===== src/rtl/single_max_reduce.sv =====
// single_max_reduce: folds a packet of IEEE-754 single-precision words into
// one result holding the packet maximum and the number of words seen.
//
// Handshake (both sides): a word moves across an interface on a rising edge
// where valid && ready are both high. The producer holds data (and in_last)
// stable while valid is high and ready is low; valid, once raised, is not
// withdrawn before the transfer. out_valid stays high until out_ready takes it.
module single_max_reduce #(
    parameter int COUNT_W = 16
) (
    input  logic               clk,
    input  logic               rst_n,
    input  logic [31:0]        in_data,
    input  logic               in_valid,
    input  logic               in_last,
    output logic               in_ready,
    output logic [31:0]        out_data,
    output logic [COUNT_W-1:0] out_count,
    output logic               out_valid,
    input  logic               out_ready,
    output logic               dbg_state
);

    localparam logic [31:0] CANON_NAN = 32'h7FC0_0000;

    typedef enum logic {
        ACCEPT = 1'b0,
        OUTPUT = 1'b1
    } state_t;

    state_t               state_q, state_d;
    logic [31:0]          acc_q, acc_d;
    logic [COUNT_W-1:0]   cnt_q, cnt_d;
    logic                 first_q, first_d;
    logic [31:0]          out_data_q, out_data_d;
    logic [COUNT_W-1:0]   out_count_q, out_count_d;
    logic                 out_valid_q, out_valid_d;

    // Combinational helpers for the fold step.
    logic                 in_xfer;
    logic                 out_xfer;
    logic [31:0]          fold_val;
    logic [COUNT_W-1:0]   cnt_next;

    // NaN: all-ones exponent with a non-zero mantissa (infinities excluded).
    function automatic logic is_nan(input logic [31:0] x);
        return (x[30:23] == 8'hFF) && (x[22:0] != 23'd0);
    endfunction

    // Any NaN collapses to the canonical quiet NaN; other values pass through.
    function automatic logic [31:0] canon(input logic [31:0] x);
        return is_nan(x) ? CANON_NAN : x;
    endfunction

    // Sign-magnitude "a is at least b" for two non-NaN values.
    // Opposite signs: the positive one wins, so +0 beats -0.
    // Both positive: larger magnitude wins. Both negative: smaller magnitude wins.
    function automatic logic ge_num(input logic [31:0] a, input logic [31:0] b);
        logic res;
        if (a[31] != b[31]) begin
            res = ~a[31];
        end else if (!a[31]) begin
            res = (a[30:0] >= b[30:0]);
        end else begin
            res = (a[30:0] <= b[30:0]);
        end
        return res;
    endfunction

    // Pairwise max with NaN rules: a lone NaN loses to the other operand,
    // two NaNs give the canonical quiet NaN. A canonical-NaN accumulator is
    // therefore displaced by the next ordinary word.
    function automatic logic [31:0] fmax(input logic [31:0] a, input logic [31:0] b);
        logic        a_nan;
        logic        b_nan;
        logic [31:0] res;
        a_nan = is_nan(a);
        b_nan = is_nan(b);
        if (a_nan && b_nan) begin
            res = CANON_NAN;
        end else if (a_nan) begin
            res = b;
        end else if (b_nan) begin
            res = a;
        end else if (ge_num(a, b)) begin
            res = a;
        end else begin
            res = b;
        end
        return res;
    endfunction

    // in_ready depends on the registered state only; no path from out_ready.
    assign in_ready  = (state_q == ACCEPT);
    assign out_data  = out_data_q;
    assign out_count = out_count_q;
    assign out_valid = out_valid_q;
    assign dbg_state = state_q;

    assign in_xfer  = in_valid && (state_q == ACCEPT);
    assign out_xfer = out_valid_q && out_ready;

    // Value the accumulator and counter take if the current word is consumed.
    // The first word is canonicalised so a one-word NaN packet reports 0x7FC00000.
    always_comb begin
        fold_val = acc_q;
        cnt_next = cnt_q;
        if (first_q) begin
            fold_val = canon(in_data);
            cnt_next = COUNT_W'(1);
        end else begin
            fold_val = fmax(acc_q, in_data);
            cnt_next = (&cnt_q) ? cnt_q : cnt_q + COUNT_W'(1);
        end
    end

    // Next-state and datapath update for the ACCEPT/OUTPUT controller.
    always_comb begin
        state_d     = state_q;
        acc_d       = acc_q;
        cnt_d       = cnt_q;
        first_d     = first_q;
        out_data_d  = out_data_q;
        out_count_d = out_count_q;
        out_valid_d = out_valid_q;
        case (state_q)
            ACCEPT: begin
                if (in_xfer) begin
                    acc_d   = fold_val;
                    cnt_d   = cnt_next;
                    first_d = 1'b0;
                    if (in_last) begin
                        out_data_d  = fold_val;
                        out_count_d = cnt_next;
                        out_valid_d = 1'b1;
                        state_d     = OUTPUT;
                    end
                end
            end
            OUTPUT: begin
                // Input side is closed; result registers hold until taken.
                if (out_xfer) begin
                    out_valid_d = 1'b0;
                    first_d     = 1'b1;
                    state_d     = ACCEPT;
                end
            end
            default: begin
                state_d = ACCEPT;
            end
        endcase
    end

    // State and datapath registers; reset wins over any same-cycle transfer
    // and drops any partially accumulated packet.
    always_ff @(posedge clk) begin
        if (!rst_n) begin
            state_q     <= ACCEPT;
            acc_q       <= 32'h0000_0000;
            cnt_q       <= '0;
            first_q     <= 1'b1;
            out_data_q  <= 32'h0000_0000;
            out_count_q <= '0;
            out_valid_q <= 1'b0;
        end else begin
            state_q     <= state_d;
            acc_q       <= acc_d;
            cnt_q       <= cnt_d;
            first_q     <= first_d;
            out_data_q  <= out_data_d;
            out_count_q <= out_count_d;
            out_valid_q <= out_valid_d;
        end
    end

endmodule


===== config.mk =====
export PLATFORM = sky130hd
export DESIGN_NAME = single_max_reduce
export DESIGN_NICKNAME = d
export VERILOG_FILES = /design/src/rtl/single_max_reduce.sv
export SDC_FILE = /design/constraint.sdc
export NUM_CORES = 1
export LEC_CHECK = 0
export ABC_CLOCK_PERIOD_IN_PS = 6100
export BUFFER_PORTS_ARGS = -buffer_cell sky130_fd_sc_hd__buf_2
export CORE_MARGIN = 8
export CORE_UTILIZATION = 35
export CTS_CLUSTER_SIZE = 25
export DETAILED_ROUTE_END_ITERATION = 6
export HOLD_SLACK_MARGIN = 0.03
export PLACE_DENSITY_LB_ADDON = 0.1
export SLEW_MARGIN = 40
export SYNTH_ARGS = -nofsm -noshare
export SYNTH_HDL_FRONTEND = slang
export SYNTH_SLANG_ARGS = --single-unit

===== constraint.sdc =====
create_clock -name clk -period 6.1 [get_ports clk]
set_input_delay 0.61 -clock clk [delete_from_list [all_inputs] [get_ports clk]]
set_output_delay 0.61 -clock clk [all_outputs]
set_load 0.05 [all_outputs]

==> results of run 1 <==
[power by group through the flow]
stage	registers, W	clock network (W)	logic, W
finish	0.000715	0.000591	0.000278
global route	0.000720	0.000633	0.000307
CTS	0.000715	0.000608	0.000281
detailed placement	0.000729	0	0.000280
global placement	0.000729	0	0.000274
floorplan	0.000769	0	0.000151
[critical path: cells and delay by family]
family / cells / cell delay (ns)
buf+inv: 3 / 0.43
simple gates: 5 / 1.28
fa+ha+maj: 1 / 0.33
compound gates: 3 / 0.79
[stage by stage]
step,cell area (sq um),total power (W),setup WS (ns)
2_1_floorplan,5160,0.000919,3.29
3_3_place_gp,5730,0.00100,2.46
3_5_place_dp,5770,0.00101,2.59
4_1_cts,6080,0.00160,2.96
5_1_grt,6080,0.00166,2.73
6_report,6080,0.00158,2.94
[synthesized netlist by cell type, types with 9 or more instances]
cell type / instances
and3_1: 24
a31oi_1: 9
a22o_1: 22
clkbuf_1: 20
and2_1: 11
nand4_1: 13
nand2_1: 48
nor4_1: 11
a221o_1: 22
nor3_1: 11
nor2_1: 34
ha_1: 33
o21ai_0: 44
inv_1: 36
a21oi_1: 22
dfxtp_1: 99
nand3_1: 14
[flip-flops by register name (all words and copies together), names as in the netlist]
register   cells
out_valid      1
out_data      32
out_count     16
first_q        1
cnt_q         16
dbg_state      1
acc_q         32
[layout make-up]
cell class / count / area, sq um
clock buffer: 11 / 253
multi-input combinational: 414 / 2920
inverter: 36 / 135
timing repair buffer: 94 / 507
tap: 184 / 230
sequential: 99 / 1980
clock inverter: 4 / 50.0
fill: 1465 / 8400
[routing by layer]
layer  vias up  routed length (um)  track usage
met1      2146                6890        0.205
met4         0                 168       0.0519
met5         -                   0            0
met3         9                 660       0.0303
met2        91                6650        0.250
li1       2296                   -            -
[worst paths after layout]
kind              depth (start not counted)  slack (ns)           end         start
setup / recovery                         12        2.94   out_data[4]   in_data[22]
hold / removal                            2        0.45  out_count[3]  out_count[3]
setup reg to reg                         10        3.02   out_data[4]     acc_q[22]
hold reg to reg                           2        0.45  out_count[3]  out_count[3]
[cell families after synthesis]
group           Yosys count  share of synthesized area
compound gates          162                      0.227
xor+xnor                 10                     0.0170
fa+ha+maj                33                     0.0800
buf+inv                  68                     0.0555
flops                    99                      0.384
mux                      11                     0.0230
simple gates            198                      0.213
==> results.sh, run 1 <==
export IMPL_final_nets=724
export IMPL_drc_errors=0
export IMPL_wl_um=14400
export IMPL_tightest_slew_ns=0.753
export IMPL_final_cells=842
export IMPL_dr_pass1_iters=4
export IMPL_ir_drop_mv=0.133
export IMPL_critical_path_class="primary input to register"
export IMPL_syn_cell_area_sq_um=5160
export IMPL_ys_ff_latch=99
export IMPL_synth_top_area_cell="dfxtp_1"
export IMPL_cts_sinks=99
export IMPL_whs_ns=0.448
export IMPL_insertion_delay_ns=0.35
export IMPL_synthFlopType="dfxtp_1"
export IMPL_swShare=0.297
export IMPL_antenna_found_initial=0
export IMPL_layout_common_cells="dfxtp_1 (99), buf_2 (87), nand2_1 (47)"
export IMPL_crit_fanout=12
export IMPL_status="completed"
export IMPL_synth_top_area_frac=0.384
export IMPL_grt_max_degree=74
export IMPL_port_buffers=87
export IMPL_avgRoutedWirePerCell_um=17.1
export IMPL_required_ns=6.39
export IMPL_die_area_sq_um=18900
export IMPL_p_int_w=0.00111
export IMPL_dp_hpwl_um=10300
export IMPL_pwr_share_clk=0.373
export IMPL_die_y_um=137
export IMPL_timing_final_crit_share=0.518
export IMPL_path_clk_slew_ns=0.07
export IMPL_layout_commonest_cell="dfxtp_1"
export IMPL_synth_area_leaders="dfxtp_1 (38%), ha_1 (8.0%), a221o_1 (4.3%), o21ai_0 (4.3%), a22o_1 (3.7%)"
export IMPL_synth_fp_nets=651
export IMPL_synth_avg_cell_area_sq_um=8.88
export IMPL_crit_path_end_kind="register"
export IMPL_clock_tree_root_cell="clkbuf_16"
export IMPL_drt_iter0_markers=204
export IMPL_period_needed_ns=3.16
export IMPL_track_usage=0.156
export IMPL_via_per_inst=5.39
export IMPL_cts_buffer_depth=2
export IMPL_maxSlewViolCount=0
export IMPL_max_freq_mhz=317
export IMPL_p_sw_w=0.000470
export IMPL_rows=44
export IMPL_critPathSlowestCell="nor3_4"
export IMPL_cts_tree="yes"
export IMPL_synth_cell_types=64
export IMPL_cts_hold_buf=0
export IMPL_grt_pass1_wl_um=23500
export IMPL_cp_arrival_ns=3.45
export IMPL_grt_pass1_vias=4495
export IMPL_place_congestion=0.846
export IMPL_finClkSkew_ns=0.00947
export IMPL_grt_overflow=0
export IMPL_vias=4542
export IMPL_power_frac_comb=0.176
export IMPL_yosysSeqAreaShare=0.384
export IMPL_path_cells="buf_2, inv_1, ha_1, nand4_1, nor3_2, a2111oi_2, and2_1, o21ba_2, nand2_1, nor3_4, buf_8, a221o_1"
export IMPL_rsz0062_at_grt="false"
export IMPL_ys_async_sr_fraction=0
export IMPL_cts_repair_resized=0
export IMPL_hp_class="register to register"
export IMPL_hold_viol=0
export IMPL_powerDensity_nw_per_um2=261
export IMPL_power_leakage_nw=2.70
export IMPL_cts_setup_buffers=0
export IMPL_yosysWarningCount=0
export IMPL_p_seq_frac=0.451
export IMPL_ant_nets=0
export IMPL_place_inst=827
export IMPL_synth_edff_count=0
export IMPL_setup_viol=0
export IMPL_drv_cap=0
export IMPL_tns_ns=0
export IMPL_syn_inst=581
export IMPL_layout_drive_gt1_share=0.208
export IMPL_start_util=0.356
export IMPL_relSlewSlack=0.497
export IMPL_n_antenna_cell=0
export IMPL_critPathMaxStageDelay_ns=0.57
export IMPL_io_pins=88
export IMPL_fin_util=0.420
export IMPL_cp_start_kind="primary input"
export IMPL_cts_htree_levels=3
export IMPL_numCtsBuffers=9
export IMPL_coreArea_sq_um=14500
export IMPL_fp_dieW_um=137
export IMPL_areaGrowthSynthToFinish_pct=17.7
Power figures use the tool's default switching activity.
==> inputs of run 2 (changes only) <==
--- a/config.mk
+++ b/config.mk
@@ -5,7 +5,7 @@
 export SDC_FILE = /design/constraint.sdc
 export NUM_CORES = 1
 export LEC_CHECK = 0
-export ABC_CLOCK_PERIOD_IN_PS = 6100
+export ABC_CLOCK_PERIOD_IN_PS = 2850
 export BUFFER_PORTS_ARGS = -buffer_cell sky130_fd_sc_hd__buf_2
 export CORE_MARGIN = 8
 export CORE_UTILIZATION = 35
==> constraint.sdc (replaced) <==
create_clock -name clk -period 2.85 [get_ports clk]
set_input_delay 0.285 -clock clk [delete_from_list [all_inputs] [get_ports clk]]
set_output_delay 0.285 -clock clk [all_outputs]
set_load 0.05 [all_outputs]
==> results.sh, run 2 (synthesis results as in run 1) <==
export IMPL_hp_class="primary input to register"
export IMPL_hold_viol=0
export IMPL_drc_errors=0
export IMPL_via_per_inst=5.45
export IMPL_insertion_delay_ns=0.35
export IMPL_rows=44
export IMPL_port_buffers=87
export IMPL_areaGrowthSynthToFinish_pct=23.1
export IMPL_grt_max_degree=41
export IMPL_grt_pass1_wl_um=24500
export IMPL_coreArea_sq_um=14500
export IMPL_place_inst=859
export IMPL_ff2ff_setup_slack_ns=0.17
export IMPL_drt_iter0_markers=189
export IMPL_vias=4770
export IMPL_required_ns=3.09
export IMPL_crit_fanout=22
export IMPL_hp_start="rst_n"
export IMPL_path_clk_slew_ns=0.07
export IMPL_avgRoutedWirePerCell_um=17.6
export IMPL_die_area_sq_um=18900
export IMPL_cts_sinks=99
export IMPL_numCtsBuffers=9
export IMPL_fillers=1468
export IMPL_antenna_found_initial=0
export IMPL_place_ws_ns=0.0412
export IMPL_relSlewSlack=0.573
export IMPL_ir_drop_mv=0.266
export IMPL_rsz0062_at_grt="false"
export IMPL_ant_nets=0
export IMPL_dr_pass1_iters=4
export IMPL_cts_buffer_depth=2
export IMPL_final_cells=875
export IMPL_worstHoldPathCells=2
export IMPL_crit_path_end_kind="register"
export IMPL_layout_setup_ws_ns=0.165
export IMPL_layout_common_cells="dfxtp_1 (99), buf_2 (87), nand2_1 (47)"
export IMPL_rr_endpoint="acc_q[1]"
export IMPL_powerDensity_nw_per_um2=559
export IMPL_grt_overflow=0
export IMPL_die_y_um=137
export IMPL_multiInputGateArea_sq_um=2900
export IMPL_startpoint="acc_q[26]"
export IMPL_r2r_start="acc_q[26]"
export IMPL_layout_drive_gt1_share=0.245
export IMPL_period_needed_ns=2.68
export IMPL_final_nets=756
export IMPL_fp_dieW_um=137
export IMPL_grt_pass1_vias=4625
export IMPL_power_leakage_nw=2.88
export IMPL_start_util=0.356
export IMPL_drv_cap=0
export IMPL_critical_path_class="register to register"
export IMPL_layout_commonest_cell="dfxtp_1"
export IMPL_cp_start_kind="register"
export IMPL_cts_hold_buf=0
export IMPL_status="completed"
export IMPL_setup_viol=0
export IMPL_track_usage=0.166
export IMPL_maxSlewViolCount=0
export IMPL_place_congestion=0.877
export IMPL_cts_tree="yes"
export IMPL_clock_tree_root_cell="clkbuf_16"
export IMPL_tns_ns=0
export IMPL_worstHoldEndpoint="first_q"
export IMPL_max_freq_mhz=372
export IMPL_timing_final_crit_share=0.942
export IMPL_finClkSkew_ns=0.00711
export IMPL_dp_hpwl_um=11200
export IMPL_cts_htree_levels=3
export IMPL_cp_arrival_ns=2.93
export IMPL_r2r_cells=9
export IMPL_seq_area_sq_um=1980
export IMPL_io_pins=88
export IMPL_n_antenna_cell=0
export IMPL_tightest_slew_ns=0.638
export IMPL_wl_um=15400
## run 2: worst max-delay path by stage
stage                        end  slack (ns)  cells after the start
floorplan           out_data[10]        0.36                     11
global placement       acc_q[10]        0.14                     11
detailed placement   out_data[9]        0.04                     11
CTS                 out_data[19]        0.13                      9
global route            acc_q[1]        0.01                      9
finish                  acc_q[1]        0.17                      9
## run 2: through the flow
step | area [sq um] | total power (W) | utilization | hold WS, ns
after floorplan | 5160 | 0.00197 | - | 0.418
after global placement | 6020 | 0.00221 | 0.416 | 0.437
after detailed placement | 6020 | 0.00222 | 0.416 | 0.438
after CTS | 6350 | 0.00359 | 0.439 | 0.168
after global routing | 6350 | 0.00371 | 0.439 | 0.207
final | 6350 | 0.00355 | 0.439 | 0.186
## run 2: layout make-up
class	instances	area share
tap	184	0.0362
inverter	36	0.0213
clock inverter	4	0.0114
clock buffer	12	0.0404
sequential	99	0.312
timing repair buffer	126	0.122
multi-input combinational	414	0.456
## run 2: where the power goes
part	leakage, nW	switching, W	internal, W	total [W]
registers	0.808	0.0000664	0.00146	0.00152
logic	1.92	0.000416	0.000247	0.000663
clock network	0.159	0.000549	0.000817	0.00137
## run 2: metal layers
layer  GRT usage  vias up  routed length (um)
met1       0.214     2285                7200
met2       0.264      102                7100
met3      0.0328       23                 754
met5           0        -                   0
li1            -     2360                   -
met4      0.0694        0                 344
## run 2: timing repair
action                     4_1_cts  5_1_grt
setup endpoints to repair        0       20
gates resized for setup          0        1
setup buffers                    0        0
## run 2: worst max-delay path, cell delays in order, from the launching register on
cell      delay (ns)
dfxtp_1         0.36
ha_1            0.34
nand4_2         0.17
nor4_4          0.33
a21boi_2        0.26
mux2_2          0.39
a31oi_1         0.25
nor2b_1         0.11
buf_12          0.17
a22o_1          0.19
